[src/rtl/store_buffer_pkg.sv]
// Shared constants and types for the CPU store buffer.
package store_buffer_pkg;

  // Default geometry: four pending stores of 16-bit words, 10-bit word addresses.
  localparam int SB_DEPTH  = 4;
  localparam int SB_ADDR_W = 10;
  localparam int SB_DATA_W = 16;

  // One pending store at the default widths: target word address and its data.
  typedef struct packed {
    logic [SB_ADDR_W-1:0] addr;
    logic [SB_DATA_W-1:0] data;
  } sbEntry_t;

endpackage

[src/rtl/sb_forward_sel.sv]
// Youngest-match selector: walks the pending stores from oldest to youngest
// so that the last matching valid entry (the youngest) supplies the data.
module sb_forward_sel
  import store_buffer_pkg::*;
#(
  parameter int DEPTH  = SB_DEPTH,
  parameter int ADDR_W = SB_ADDR_W,
  parameter int DATA_W = SB_DATA_W
) (
  input  logic [DEPTH-1:0][ADDR_W-1:0] entryAddr,
  input  logic [DEPTH-1:0][DATA_W-1:0] entryData,
  input  logic [DEPTH-1:0]             entryValid,
  input  logic [$clog2(DEPTH)-1:0]     headPtr,
  input  logic [ADDR_W-1:0]            lookupAddr,
  output logic                         hit,
  output logic [DATA_W-1:0]            hitData
);

  localparam int PTR_W = $clog2(DEPTH);

  logic [PTR_W-1:0] slot_s;

  // Scan in age order starting at the head; later (younger) matches override.
  always_comb begin
    hit     = 1'b0;
    hitData = '0;
    slot_s  = headPtr;
    for (int k = 0; k < DEPTH; k++) begin
      slot_s = headPtr + PTR_W'(k);
      if (entryValid[slot_s] && (entryAddr[slot_s] == lookupAddr)) begin
        hit     = 1'b1;
        hitData = entryData[slot_s];
      end else begin
        hit     = hit;
        hitData = hitData;
      end
    end
  end

endmodule

[src/rtl/store_buffer.sv]
// Store buffer between a CPU and a single-ported data memory. Stores are queued
// and written back when the memory port is free (idle cycles) or when the queue
// is full and the CPU is stalled; loads see pending stores through forwarding.
module store_buffer
  import store_buffer_pkg::*;
#(
  parameter int DEPTH  = SB_DEPTH,
  parameter int ADDR_W = SB_ADDR_W,
  parameter int DATA_W = SB_DATA_W
) (
  input  logic              clk,
  input  logic              rstN,
  input  logic [ADDR_W-1:0] cpuAddress,
  input  logic [DATA_W-1:0] cpuWriteData,
  input  logic              cpuMemWrite,
  input  logic              cpuMemRead,
  output logic [DATA_W-1:0] cpuReadData,
  output logic              stall,
  output logic [ADDR_W-1:0] memAddress,
  output logic [DATA_W-1:0] memWriteData,
  output logic              memWriteEn,
  input  logic [DATA_W-1:0] memReadData,
  output logic              bufferEmpty
);

  localparam int PTR_W = $clog2(DEPTH);
  localparam int CNT_W = PTR_W + 1;
  localparam logic [CNT_W-1:0] FULL_CNT = CNT_W'(DEPTH);
  localparam logic [CNT_W-1:0] CNT_ONE  = CNT_W'(1);
  localparam logic [PTR_W-1:0] PTR_ONE  = PTR_W'(1);

  typedef struct packed {
    logic [ADDR_W-1:0] addr;
    logic [DATA_W-1:0] data;
  } entry_t;

  entry_t [DEPTH-1:0]  entries_r;
  logic [DEPTH-1:0]    valid_r;
  logic [PTR_W-1:0]    headPtr_r;
  logic [PTR_W-1:0]    tailPtr_r;
  logic [CNT_W-1:0]    count_r;

  logic                full_s;
  logic                empty_s;
  logic                push_s;
  logic                drain_s;
  logic                fwdHit_s;
  logic [DATA_W-1:0]   fwdData_s;
  logic [DEPTH-1:0][ADDR_W-1:0] entryAddr_s;
  logic [DEPTH-1:0][DATA_W-1:0] entryData_s;

  assign full_s  = (count_r == FULL_CNT);
  assign empty_s = (count_r == '0);
  // A store while full is refused; the stalled cycle is used to drain the head.
  assign stall   = full_s & cpuMemWrite;
  assign push_s  = cpuMemWrite & ~stall;
  // The memory port is ours whenever the CPU does not need it, or while stalled.
  assign drain_s = ~empty_s & ((~cpuMemRead & ~cpuMemWrite) | stall);
  assign bufferEmpty = empty_s;

  // Split the entry array into address and data planes for the selector.
  always_comb begin
    entryAddr_s = '0;
    entryData_s = '0;
    for (int i = 0; i < DEPTH; i++) begin
      entryAddr_s[i] = entries_r[i].addr;
      entryData_s[i] = entries_r[i].data;
    end
  end

  sb_forward_sel #(
    .DEPTH  (DEPTH),
    .ADDR_W (ADDR_W),
    .DATA_W (DATA_W)
  ) u_forward (
    .entryAddr  (entryAddr_s),
    .entryData  (entryData_s),
    .entryValid (valid_r),
    .headPtr    (headPtr_r),
    .lookupAddr (cpuAddress),
    .hit        (fwdHit_s),
    .hitData    (fwdData_s)
  );

  // Memory port: head entry while draining, otherwise the CPU request passes through.
  always_comb begin
    memAddress   = cpuAddress;
    memWriteData = cpuWriteData;
    memWriteEn   = 1'b0;
    if (drain_s) begin
      memAddress   = entries_r[headPtr_r].addr;
      memWriteData = entries_r[headPtr_r].data;
      memWriteEn   = 1'b1;
    end else begin
      memAddress   = cpuAddress;
      memWriteData = cpuWriteData;
      memWriteEn   = 1'b0;
    end
  end

  // Load result: youngest pending store to this address wins over memory.
  always_comb begin
    cpuReadData = memReadData;
    if (fwdHit_s) begin
      cpuReadData = fwdData_s;
    end else begin
      cpuReadData = memReadData;
    end
  end

  // Queue bookkeeping: pointers wrap naturally at DEPTH (power of two).
  always_ff @(posedge clk or negedge rstN) begin
    if (!rstN) begin
      headPtr_r <= '0;
      tailPtr_r <= '0;
      count_r   <= '0;
    end else begin
      if (push_s) begin
        tailPtr_r <= tailPtr_r + PTR_ONE;
      end
      if (drain_s) begin
        headPtr_r <= headPtr_r + PTR_ONE;
      end
      case ({push_s, drain_s})
        2'b10:   count_r <= count_r + CNT_ONE;
        2'b01:   count_r <= count_r - CNT_ONE;
        default: count_r <= count_r;
      endcase
    end
  end

  // Entry storage: write at the tail on accept, invalidate the head on drain.
  always_ff @(posedge clk or negedge rstN) begin
    if (!rstN) begin
      entries_r <= '0;
      valid_r   <= '0;
    end else begin
      if (push_s) begin
        entries_r[tailPtr_r] <= '{addr: cpuAddress, data: cpuWriteData};
        valid_r[tailPtr_r]   <= 1'b1;
      end
      if (drain_s) begin
        valid_r[headPtr_r] <= 1'b0;
      end
    end
  end

endmodule

[config.mk]
export PLATFORM = sky130hd
export DESIGN_NAME = store_buffer
export DESIGN_NICKNAME = d
export VERILOG_FILES = /design/src/rtl/store_buffer_pkg.sv /design/src/rtl/sb_forward_sel.sv /design/src/rtl/store_buffer.sv
export SDC_FILE = /design/constraint.sdc
export NUM_CORES = 1
export LEC_CHECK = 0
export ABC_AREA = 1
export CAP_MARGIN = 20
export CORE_MARGIN = 2
export CORE_UTILIZATION = 45
export CTS_CLUSTER_SIZE = 12
export DETAILED_ROUTE_END_ITERATION = 16
export PLACE_DENSITY = 0.77
export SLEW_MARGIN = 10
export SYNTH_ARGS = -nofsm -noshare
export SYNTH_HDL_FRONTEND = slang
export SYNTH_SLANG_ARGS = --single-unit
[constraint.sdc]
create_clock -name clk -period 6 [get_ports clk]
set_input_delay 1.5 -clock clk [delete_from_list [all_inputs] [get_ports clk]]
set_output_delay 1.5 -clock clk [all_outputs]
set_load 0.02 [all_outputs]
==> results.tsv, run 1 <==
stage	metric	value	unit
outcome	status	completed	
floorplanning	Initial Util	45.6	%
floorplanning	die height	141	um
timing	RSZ-0062 raised after global routing	false	
yosys	Synth top area share	34.0	%
clock_tree	CTS tree	built	
drt	wire length per cell	15.0	um
yosys	flops & latches, synth	115	
timing	fmax	173	MHz
pwr	internal power	3.21	mW
pwr	combinational share of power	60.0	%
floorplanning	Die ar.	0.0199	mm2
timing	final setup vio count	0	
timing	Slew HR	35.6	%
yosys	Ys Warns	0	
placement	post-DP HPWL	16200	um
yosys	top cells by count, synth	516 x nand2_1, 213 x o21ai_0, 121 x nand3_1	
clock_tree	htree depth	4	
drt	DR vias/cell	5.43	
worst_setup_path	WP data arrival	4.29	ns
floorplanning	Core Region	0.0186	mm2
layout	Synth-to-Final Area Change	20.4	%
worst_setup_path	Slowest cell on crit path	clkdlybuf4s50_1	
pwr	P per Cell Area	613	mW/mm2
yosys	Syn Area/Cell	6.48	um2
worst_setup_path	CP Max Fanout	16	
yosys	top_reg_cell synth	dfrtp_1	
clock_tree	sink count of the clock tree	115	
timing	final hold violation count	0	
clock_tree	hold_buf cts	0	
timing	Slew Viols, Final	0	
pwr	switching share of power	48.7	%
timing	Setup Skew	0.00778	ns
job	max-cap viol count	0	
pwr	sw power	3.05	mW
timing	minimum clock period	5.79	ns
worst_setup_path	Worst path most repeated cell	nand2_1	
worst_setup_path	CP Class	in -> out	
yosys	post-synthesis sequential area ratio	34.0	%
yosys	Mapped Nets	1363	
hold_path	Hold WC Path Type	reg -> reg	
yosys	Post-Syn Area	0.00847	mm2
timing	period utilization	96.5	%
global_routing	grt ovf	0	
clock_tree	Clk Latency, worst-skew pair	0.41	ns
drt	DR vias	8760	
timing	hold slack	0.484	ns
yosys	post-synthesis async set-or-reset flop share	100	%
pwr	Reg power frac	22.6	%
worst_setup_path	CP endpoint kind	output port	
timing	worst slew pin tran	0.966	ns
pwr	Static Leakage	5.25	nW
layout	Ant. Diodes	0	
floorplanning	FP Rows	50	
global_routing	initial antenna violation count	0	
drt	DRC	0	
pwr	worst IR drop on VDD	0.290	mV
placement	placed cell area	0.00955	mm2
yosys	count leader, synth	nand2_1	
global_routing	largest net degree at the start of global routing	85	
clock_tree	Clock transition at path regs	0.05	ns
global_routing	gr usage total	24.9	%
worst_setup_path	startpoint types	primary input	
drt	Iteration-0 DRC Markers	879	
placement	Port Buffers	90	
placement	placer congestion estimate	0.904	
layout	layout cells sized above 1	5.29	%
yosys	number of enable flip-flop cells after synthesis	0	
clock_tree	largest buffer count on any clock path	2	
drt	first drt pass iteration count	6	
yosys	Distinct cells, synth	30	
pwr	clock share of power	17.4	%
yosys	Cells after Synth	1307	
global_routing	vias in the first global route	8139	
drt	final wirelength	24100	um
yosys	area leader, netlist	dfrtp_1	
yosys	Synth area leaders	dfrtp_1 34%, nand2_1 23%, o21ai_0 13%, nand3_1 7.2%, mux2i_1 6.9%	
clock_tree	CTS root buf	clkbuf_16	
drt	Antenna Nets Post-Route	0	
clock_tree	TritonCTS Buffers	17	
layout	cell area after layout	0.0102	mm2
worst_setup_path	crit-path max cell delay	0.60	ns
global_routing	first-pass GRT wire length	39900	um
floorplanning	IO Pins	91	
worst_setup_path	Crit path required time	4.50	ns
worst_setup_path	CP cell instances	clkdlybuf4s50_1 > clkinv_1 > nand3_1 > nand2_1 > nor2_1 > nand2_1 > nor2_4 > nand2_4 > nand2_2 > and2_4 > nand2_1 > nand2_1 > nand2_1 > nand2_1 > clkdlybuf4s50_1	
floorplanning	die width	141	um
layout	Layout Nets	1422	
timing	Post-Route Setup TNS	0	ns
power by group through the flow:
stage | clock [mW] | sequential [mW] | combinational [mW]
floorplan | 0 | 1.34 | 2.78
global placement | 0 | 1.40 | 3.58
detailed placement | 0 | 1.41 | 3.70
CTS | 1.10 | 1.41 | 3.71
global route | 1.14 | 1.47 | 4.23
finish | 1.09 | 1.42 | 3.75
sequential cells by signal, indices dropped and copies added (netlist names):
| name | cells |
|---|---|
| entries_r | 104 |
| tailPtr_r | 2 |
| count_r | 3 |
| headPtr_r | 2 |
| valid_r | 4 |
metrics by stage:
step / setup WS (ns) / util [%] / total power, mW / std cells
floorplan: 0.951 / - / 4.12 / 1307
global placement: 0.252 / 51.2 / 4.98 / 1578
detailed placement: 0.222 / 51.4 / 5.10 / 1580
CTS: 0.205 / 54.8 / 6.22 / 1612
global route: 0.0130 / 54.9 / 6.84 / 1613
finish: 0.209 / 54.9 / 6.25 / 1613
cell usage in the layout, fill, tap and decap left out, types with 2 or more instances in the layout:
cell             count
a22o_1               2
buf_4               26
nand2_1            516
clkbuf_8             4
clkinv_1             2
clkdlybuf4s50_1     88
inv_1               85
clkbuf_16           17
nand4_1              4
nor2_4               2
ha_1                 9
dfrtp_1            114
xor2_1              12
mux2i_1             58
inv_2                2
clkinvlp_4           2
o211ai_1             3
xnor2_1              2
nand3_1            121
nor3_1              11
o21ai_0            212
clkinv_2             5
bufinv_16            4
nor2_1              58
a21oi_1              4
area by class of cell:
type | instances | area [um2]
Multi-Input combinational cell | 1023 | 4890
Fill cell | 1779 | 8380
Sequential cell | 115 | 2880
Tap cell | 234 | 293
Inverter | 91 | 348
Timing Repair Buffer | 118 | 1150
Clock buffer | 22 | 484
Clock inverter | 10 | 153
kinds of logic (layout without fill, tap and decap cells):
family	Yosys count	after routing	synth area share, %
simple gates	718	718	34.3
flops	115	115	34.0
xor+xnor	14	14	1.45
mux	58	58	6.85
compound gates	223	223	13.4
buf+inv	169	241	8.41
fa+ha+maj	10	10	1.57
critical path, delay by kind of cell:
kind | cells | cell delay (ns)
simple gates | 12 | 1.42
buf+inv | 3 | 1.36
final timing paths:
check,startpoint,endpoint,slack (ns),cells past startpoint
worst max-delay path,cpuAddress[8],cpuReadData[11],0.21,15
worst min-delay path,entries_r[9],entries_r[9],0.48,2
worst max register to register,count_r[0],count_r[2],3.14,12
worst min register to register,entries_r[9],entries_r[9],0.48,2
max in group asynchronous,rstN,headPtr_r[0],3.94,2
min in group asynchronous,rstN,entries_r[19],1.02,1
timing repair:
item / 4_1_cts / 5_1_grt
endpoints found under the setup margin: 0 / 3
gates resized for setup: 0 / 3
setup buffers: 0 / 1
metal layers:
| layer | global-route usage (%) | vias up | wire [um] |
|---|---|---|---|
| met5 | 0 | - | 0 |
| met4 | 11.3 | 0 | 828 |
| met3 | 3.77 | 58 | 1490 |
| met2 | 41.3 | 324 | 11400 |
| met1 | 32.2 | 4039 | 10400 |
| li1 | - | 4339 | - |
No activity file was read; power rests on OpenSTA's default activity.
==> inputs of run 2 (changes only) <==
- CORE_UTILIZATION: 45 -> 25
- MAX_ROUTING_LAYER: default -> met4
- PLACE_DENSITY: 0.77 -> 0.53
==> run 2 against run 1 <==
  * Clock power grew 7%
  * Total power grew 1.4%
  * First-iteration DRC count shrank 35%
  * Combinational power is essentially flat
  * Critical path type unchanged
==> results.tsv, run 2 (same netlist as run 1, synthesis figures left out) <==
stage	metric	value	unit
outcome	status	completed	
timing	Setup Skew	0.0172	ns
timing	final setup vio count	0	
worst_setup_path	CP Max Fanout	27	
job	max-cap viol count	0	
clock_tree	largest buffer count on any clock path	2	
pwr	P per Cell Area	604	mW/mm2
clock_tree	htree depth	4	
drt	Antenna Nets Post-Route	0	
global_routing	first-pass GRT wire length	43900	um
placement	Port Buffers	90	
clock_tree	Clock transition at path regs	0.06	ns
placement	post-DP HPWL	18000	um
timing	Slew Viols, Final	0	
worst_setup_path	reg2reg start	count_r[0]	
global_routing	grt ovf	0	
placement	dpl cells	1795	
worst_setup_path	startpoint types	primary input	
clock_tree	hold_buf cts	0	
hold_path	Hold WC Path Type	reg -> reg	
drt	wire length per cell	14.8	um
floorplanning	Core Region	0.0334	mm2
timing	fmax	173	MHz
timing	Post-Route Setup TNS	0	ns
layout	final std cells w/o fill	1828	
layout	most common library cell in the layout ignoring fill and taps	nand2_1	
floorplanning	die width	188	um
timing	period utilization	96.4	%
worst_setup_path	worst setup path startpoint	cpuAddress[8]	
floorplanning	Die ar.	0.0354	mm2
pwr	Static Leakage	5.25	nW
global_routing	vias in the first global route	8072	
drt	first drt pass iteration count	5	
worst_setup_path	Crit path required time	4.50	ns
timing	worst slew pin tran	0.884	ns
clock_tree	CTS tree	built	
timing	RSZ-0062 raised after global routing	false	
layout	number of flip-flops in the largest register	104	
layout	biggest regs	entries_r x104, valid_r x4, count_r x3	
floorplanning	Initial Util	25.3	%
drt	final wirelength	27000	um
layout	Ant. Diodes	0	
global_routing	initial antenna violation count	0	
global_routing	gr usage total	16.1	%
worst_setup_path	Worst Setup EP	cpuReadData[13]	
floorplanning	die height	188	um
layout	most frequent cells in the layout	516 x nand2_1, 213 x o21ai_0, 121 x nand3_1, 114 x dfrtp_1, 89 x clkdlybuf4s50_1	
clock_tree	TritonCTS Buffers	17	
drt	DR vias/cell	4.66	
drt	DRC	0	
pwr	worst IR drop on VDD	0.320	mV
worst_setup_path	RR Endpoint	count_r[2]	
layout	layout cells sized above 1	5.43	%
clock_tree	CTS root buf	clkbuf_16	
worst_setup_path	CP Class	in -> out	
floorplanning	IO Pins	91	
clock_tree	sink count of the clock tree	115	
worst_setup_path	CP endpoint kind	output port	
timing	minimum clock period	5.78	ns
layout	Layout Nets	1423	
floorplanning	FP Rows	67	
timing	Slew HR	41.0	%
global_routing	largest net degree at the start of global routing	81	
drt	Iteration-0 DRC Markers	570	
worst_setup_path	WP data arrival	4.28	ns
layout	Largest Register	entries_r	
drt	DR vias	8522	
timing	final hold violation count	0	
placement	placer congestion estimate	0.873	
worst_setup_path	R2R setup slack	3.20	ns
clock_tree	Clk Latency, worst-skew pair	0.43	ns
worst_setup_path	reg2reg path depth	12	
layout	Synth-to-Final Area Change	24.0	%
[run 2: cell types whose count changed in the layout (fill, tap and decap cells not counted), moves of 2 or more]
| cell | change |
|---|---|
| inv_6 | +3 |
| clkbuf_8 | -3 |
| clkinv_4 | +3 |
| clkinv_2 | -5 |
| clkinvlp_4 | +2 |
[run 2: per-stage QoR]
| step | total power, mW | instance area [um2] | worst slack (ns) | hold WS [ns] | utilization (%) |
|---|---|---|---|---|---|
| final | 6.34 | 10500 | 0.216 | 0.488 | 31.4 |
| after global routing | 6.96 | 10500 | 0.000464 | 0.501 | 31.4 |
| after CTS | 6.36 | 10500 | 0.192 | 0.492 | 31.3 |
| after detailed placement | 5.17 | 9810 | 0.210 | 0.475 | 29.3 |
| after global placement | 5.12 | 9810 | 0.239 | 0.469 | 29.3 |
| after floorplan | 4.12 | 8470 | 0.951 | 0.453 | - |
[run 2: routing by layer]
metal	part of all wire (%)	vias up	GRT usage (%)
met5	0	-	-
met3	4.3	34	1.97
li1	-	4338	-
met4	1.8	0	4.91
met2	47	211	25.7
met1	47	3939	21.3
[run 2: repair_timing]
action / CTS / global route
endpoints found under the hold margin: 0 / 0
endpoints found under the setup margin: 0 / 3
setup buffers: 0 / 0
gates resized for setup: 0 / 1
[run 2: final cells by class]
cell class,count,area (um2)
fill,3564,22900
multi-input combinational,1023,4890
sequential,115,2880
timing repair buffer,119,1160
tap,448,561
clock buffer,18,439
inverter,91,348
clock inverter,14,225
[run 2: how the worst min path moves through the flow]
stage             startpoint             to  slack, ns  depth (start not counted)
2_1_floorplan  entries_r[10]  entries_r[10]       0.45                          2
3_3_place_gp   entries_r[29]  entries_r[29]       0.47                          2
3_5_place_dp   entries_r[10]  entries_r[10]       0.48                          2
4_1_cts        entries_r[26]  entries_r[26]       0.49                          2
5_1_grt        entries_r[10]  entries_r[10]       0.50                          2
6_report       entries_r[26]  entries_r[26]       0.49                          2
[run 2: power breakdown]
group / switching (mW) / internal [mW] / total [mW]
combinational: 2.45 / 1.32 / 3.77
clock: 0.412 / 0.753 / 1.17
sequential: 0.264 / 1.14 / 1.41
[run 2: worst max-delay path, cell delays in order]
cell,delay (ns)
clkdlybuf4s50_1,0.57
clkinvlp_4,0.23
xor2_1,0.25
nor2_1,0.09
nand2_1,0.12
nand2_1,0.09
nor2_2,0.24
buf_12,0.22
nor2_1,0.06
a21oi_1,0.24
clkdlybuf4s50_1,0.65
==> inputs of run 3 (changes only) <==
- GPL_TIMING_DRIVEN: default -> 0
==> run 3 against run 2 <==
  * Clock power is 9% lower
  * Critical path type is now reg -> out
  * Setup slack got worse by 0.080 ns
  * Total power grew 4.9%
  * Fmax down 1.4%
  * First-iteration DRC count grew 48%
  * Global-route usage rose by 3.3 points
  * Hold slack lost 0.0027 ns
  * Cell count is 2.6% higher
  * Register-to-register slack got worse by 0.43 ns
  * Largest power group unchanged
==> results.tsv, run 3 (same netlist as run 1, synthesis figures left out) <==
stage	metric	value	unit
timing	Post-Route Setup TNS	0	ns
worst_setup_path	Worst Setup EP	cpuReadData[13]	
timing	Slew Viols, Final	0	
placement	dpl cells	1844	
layout	Synth-to-Final Area Change	25.3	%
drt	DRC	0	
global_routing	initial antenna violation count	0	
drt	first drt pass iteration count	5	
worst_setup_path	Stages on worst setup path	20	
timing	hold slack	0.485	ns
drt	wire length per cell	17.6	um
outcome	status	completed	
layout	Layout Nets	1470	
floorplanning	FP Rows	67	
placement	post-DP HPWL	24200	um
worst_setup_path	Slowest cell on crit path	dfrtp_1	
placement	placer congestion estimate	0.941	
layout	most frequent cells in the layout	515 x nand2_1, 213 x o21ai_0, 120 x nand3_1, 114 x dfrtp_1, 86 x inv_1	
floorplanning	die width	188	um
worst_setup_path	worst setup path startpoint	headPtr_r[0]	
worst_setup_path	CP bufs+invs	10	
placement	Port Buffers	88	
timing	Slew HR	39.4	%
worst_setup_path	startpoint types	flip-flop	
timing	worst slew pin tran	0.909	ns
worst_setup_path	CP top delay family	buffers and inverters	
clock_tree	Clk Latency, worst-skew pair	0.43	ns
global_routing	first-pass GRT wire length	51300	um
hold_path	Hold WC Path Type	reg -> reg	
timing	RSZ-0062 raised after global routing	false	
drt	DR vias	9148	
worst_setup_path	RR Endpoint	count_r[2]	
drt	DR vias/cell	4.88	
floorplanning	Initial Util	25.3	%
clock_tree	Clock transition at path regs	0.06	ns
clock_tree	largest buffer count on any clock path	2	
worst_setup_path	CP endpoint kind	output port	
worst_setup_path	reg2reg start	count_r[0]	
pwr	Static Leakage	5.34	nW
timing	final hold violation count	0	
layout	cell area after layout	0.0106	mm2
global_routing	gr usage total	19.4	%
worst_setup_path	CP Max Fanout	28	
timing	fmax	171	MHz
worst_setup_path	Crit path required time	4.50	ns
layout	Largest Register	entries_r	
clock_tree	TritonCTS Buffers	17	
pwr	worst IR drop on VDD	0.269	mV
timing	minimum clock period	5.86	ns
pwr	Power Total	6.65	mW
worst_setup_path	R2R setup slack	2.77	ns
placement	placed cell area	0.00994	mm2
layout	Ant. Diodes	0	
timing	final setup vio count	0	
drt	Iteration-0 DRC Markers	842	
worst_setup_path	CP Class	reg -> out	
worst_setup_path	crit-path max cell delay	0.41	ns
layout	most common library cell in the layout ignoring fill and taps	nand2_1	
clock_tree	sink count of the clock tree	115	
timing	Setup Skew	0.0110	ns
job	max-cap viol count	0	
floorplanning	Core Region	0.0334	mm2
layout	final std cells w/o fill	1875	
pwr	P per Cell Area	627	mW/mm2
layout	number of flip-flops in the largest register	104	
floorplanning	IO Pins	91	
layout	layout cells sized above 1	6.17	%
timing	period utilization	97.7	%
clock_tree	hold_buf cts	0	
clock_tree	htree depth	4	
floorplanning	die height	188	um
global_routing	largest net degree at the start of global routing	85	
layout	biggest regs	entries_r x104, valid_r x4, count_r x3	
clock_tree	CTS tree	built	
global_routing	vias in the first global route	8856	
floorplanning	Die ar.	0.0354	mm2
worst_setup_path	CP cell instances	buf_4 > inv_4 > buf_12 > buf_6 > ha_1 > buf_2 > inv_2 > buf_6 > buf_4 > nand3_1 > nand2_1 > xor2_1 > nand3_1 > nor2_1 > nand3_2 > buf_2 > a21oi_1 > nor2_1 > a21oi_1 > dlygate4sd2_1	
drt	Antenna Nets Post-Route	0	
worst_setup_path	WP data arrival	4.36	ns
clock_tree	CTS root buf	clkbuf_16	
global_routing	grt ovf	0	
worst_setup_path	reg2reg path depth	12	
drt	final wirelength	33100	um
## run 3: cell count changes in the layout (fill, tap and decap cells not counted), sizes merged, moves of 3 or more
cell,change
dlygate4sd2,+13
bufinv,-3
clkbuf,+40
clkinvlp,-4
clkdlybuf4s50,-18
inv,+6
buf,+9
## run 3: repair_timing
action / 4_1_cts / 5_1_grt
pin swaps: 3 / 0
buffers inserted: 3 / 0
resized for setup: 41 / 13
setup endpoints to repair: 42 / 19
## run 3: metal layers
metal,wire length (um),track usage (%),vias to the layer above
li1,-,-,4450
met1,15500,25.7,4369
met2,15300,30.7,271
met3,1490,1.98,58
met4,837,6.81,0
met5,0,-,-
## run 3: how the worst min path moves through the flow
stage | endpoint | startpoint | cells after the start
after floorplan | entries_r[10] | entries_r[10] | 2
after global placement | entries_r[10] | entries_r[10] | 2
after detailed placement | entries_r[6] | entries_r[6] | 2
after CTS | entries_r[6] | entries_r[6] | 2
after global routing | entries_r[6] | entries_r[6] | 2
final | entries_r[6] | entries_r[6] | 2
## run 3: area by class of cell
| type | instances | area [um2] |
|---|---|---|
| clock buffers | 18 | 439 |
| inverters | 91 | 345 |
| repair buffers | 92 | 918 |
| flip-flops and latches | 115 | 2880 |
| fillers | 3630 | 22800 |
| plain buffers | 74 | 405 |
| clock inverters | 14 | 165 |
| well taps | 448 | 561 |
| multi-input cells | 1023 | 4900 |
## run 3: worst min-delay path: cells and delay by family (launching register included)
kind / cells / cell delay [ns]
DFF: 1 / 0.34
and+or+nand+nor: 1 / 0.05
AOI/OAI and AO/OA: 1 / 0.06
## run 3: metrics by stage
step / util [%] / setup WS [ns]
2_1_floorplan: - / 0.951
3_3_place_gp: 29.6 / -1.31
3_5_place_dp: 29.7 / -1.21
4_1_cts: 31.7 / 0.0114
5_1_grt: 31.7 / 0.00214
6_report: 31.7 / 0.136
## run 3: power by group
part | internal [mW] | switching [mW]
Sequential | 1.14 | 0.293
Combinational | 1.42 | 2.73
Clock | 0.637 | 0.436
Total | 3.19 | 3.46
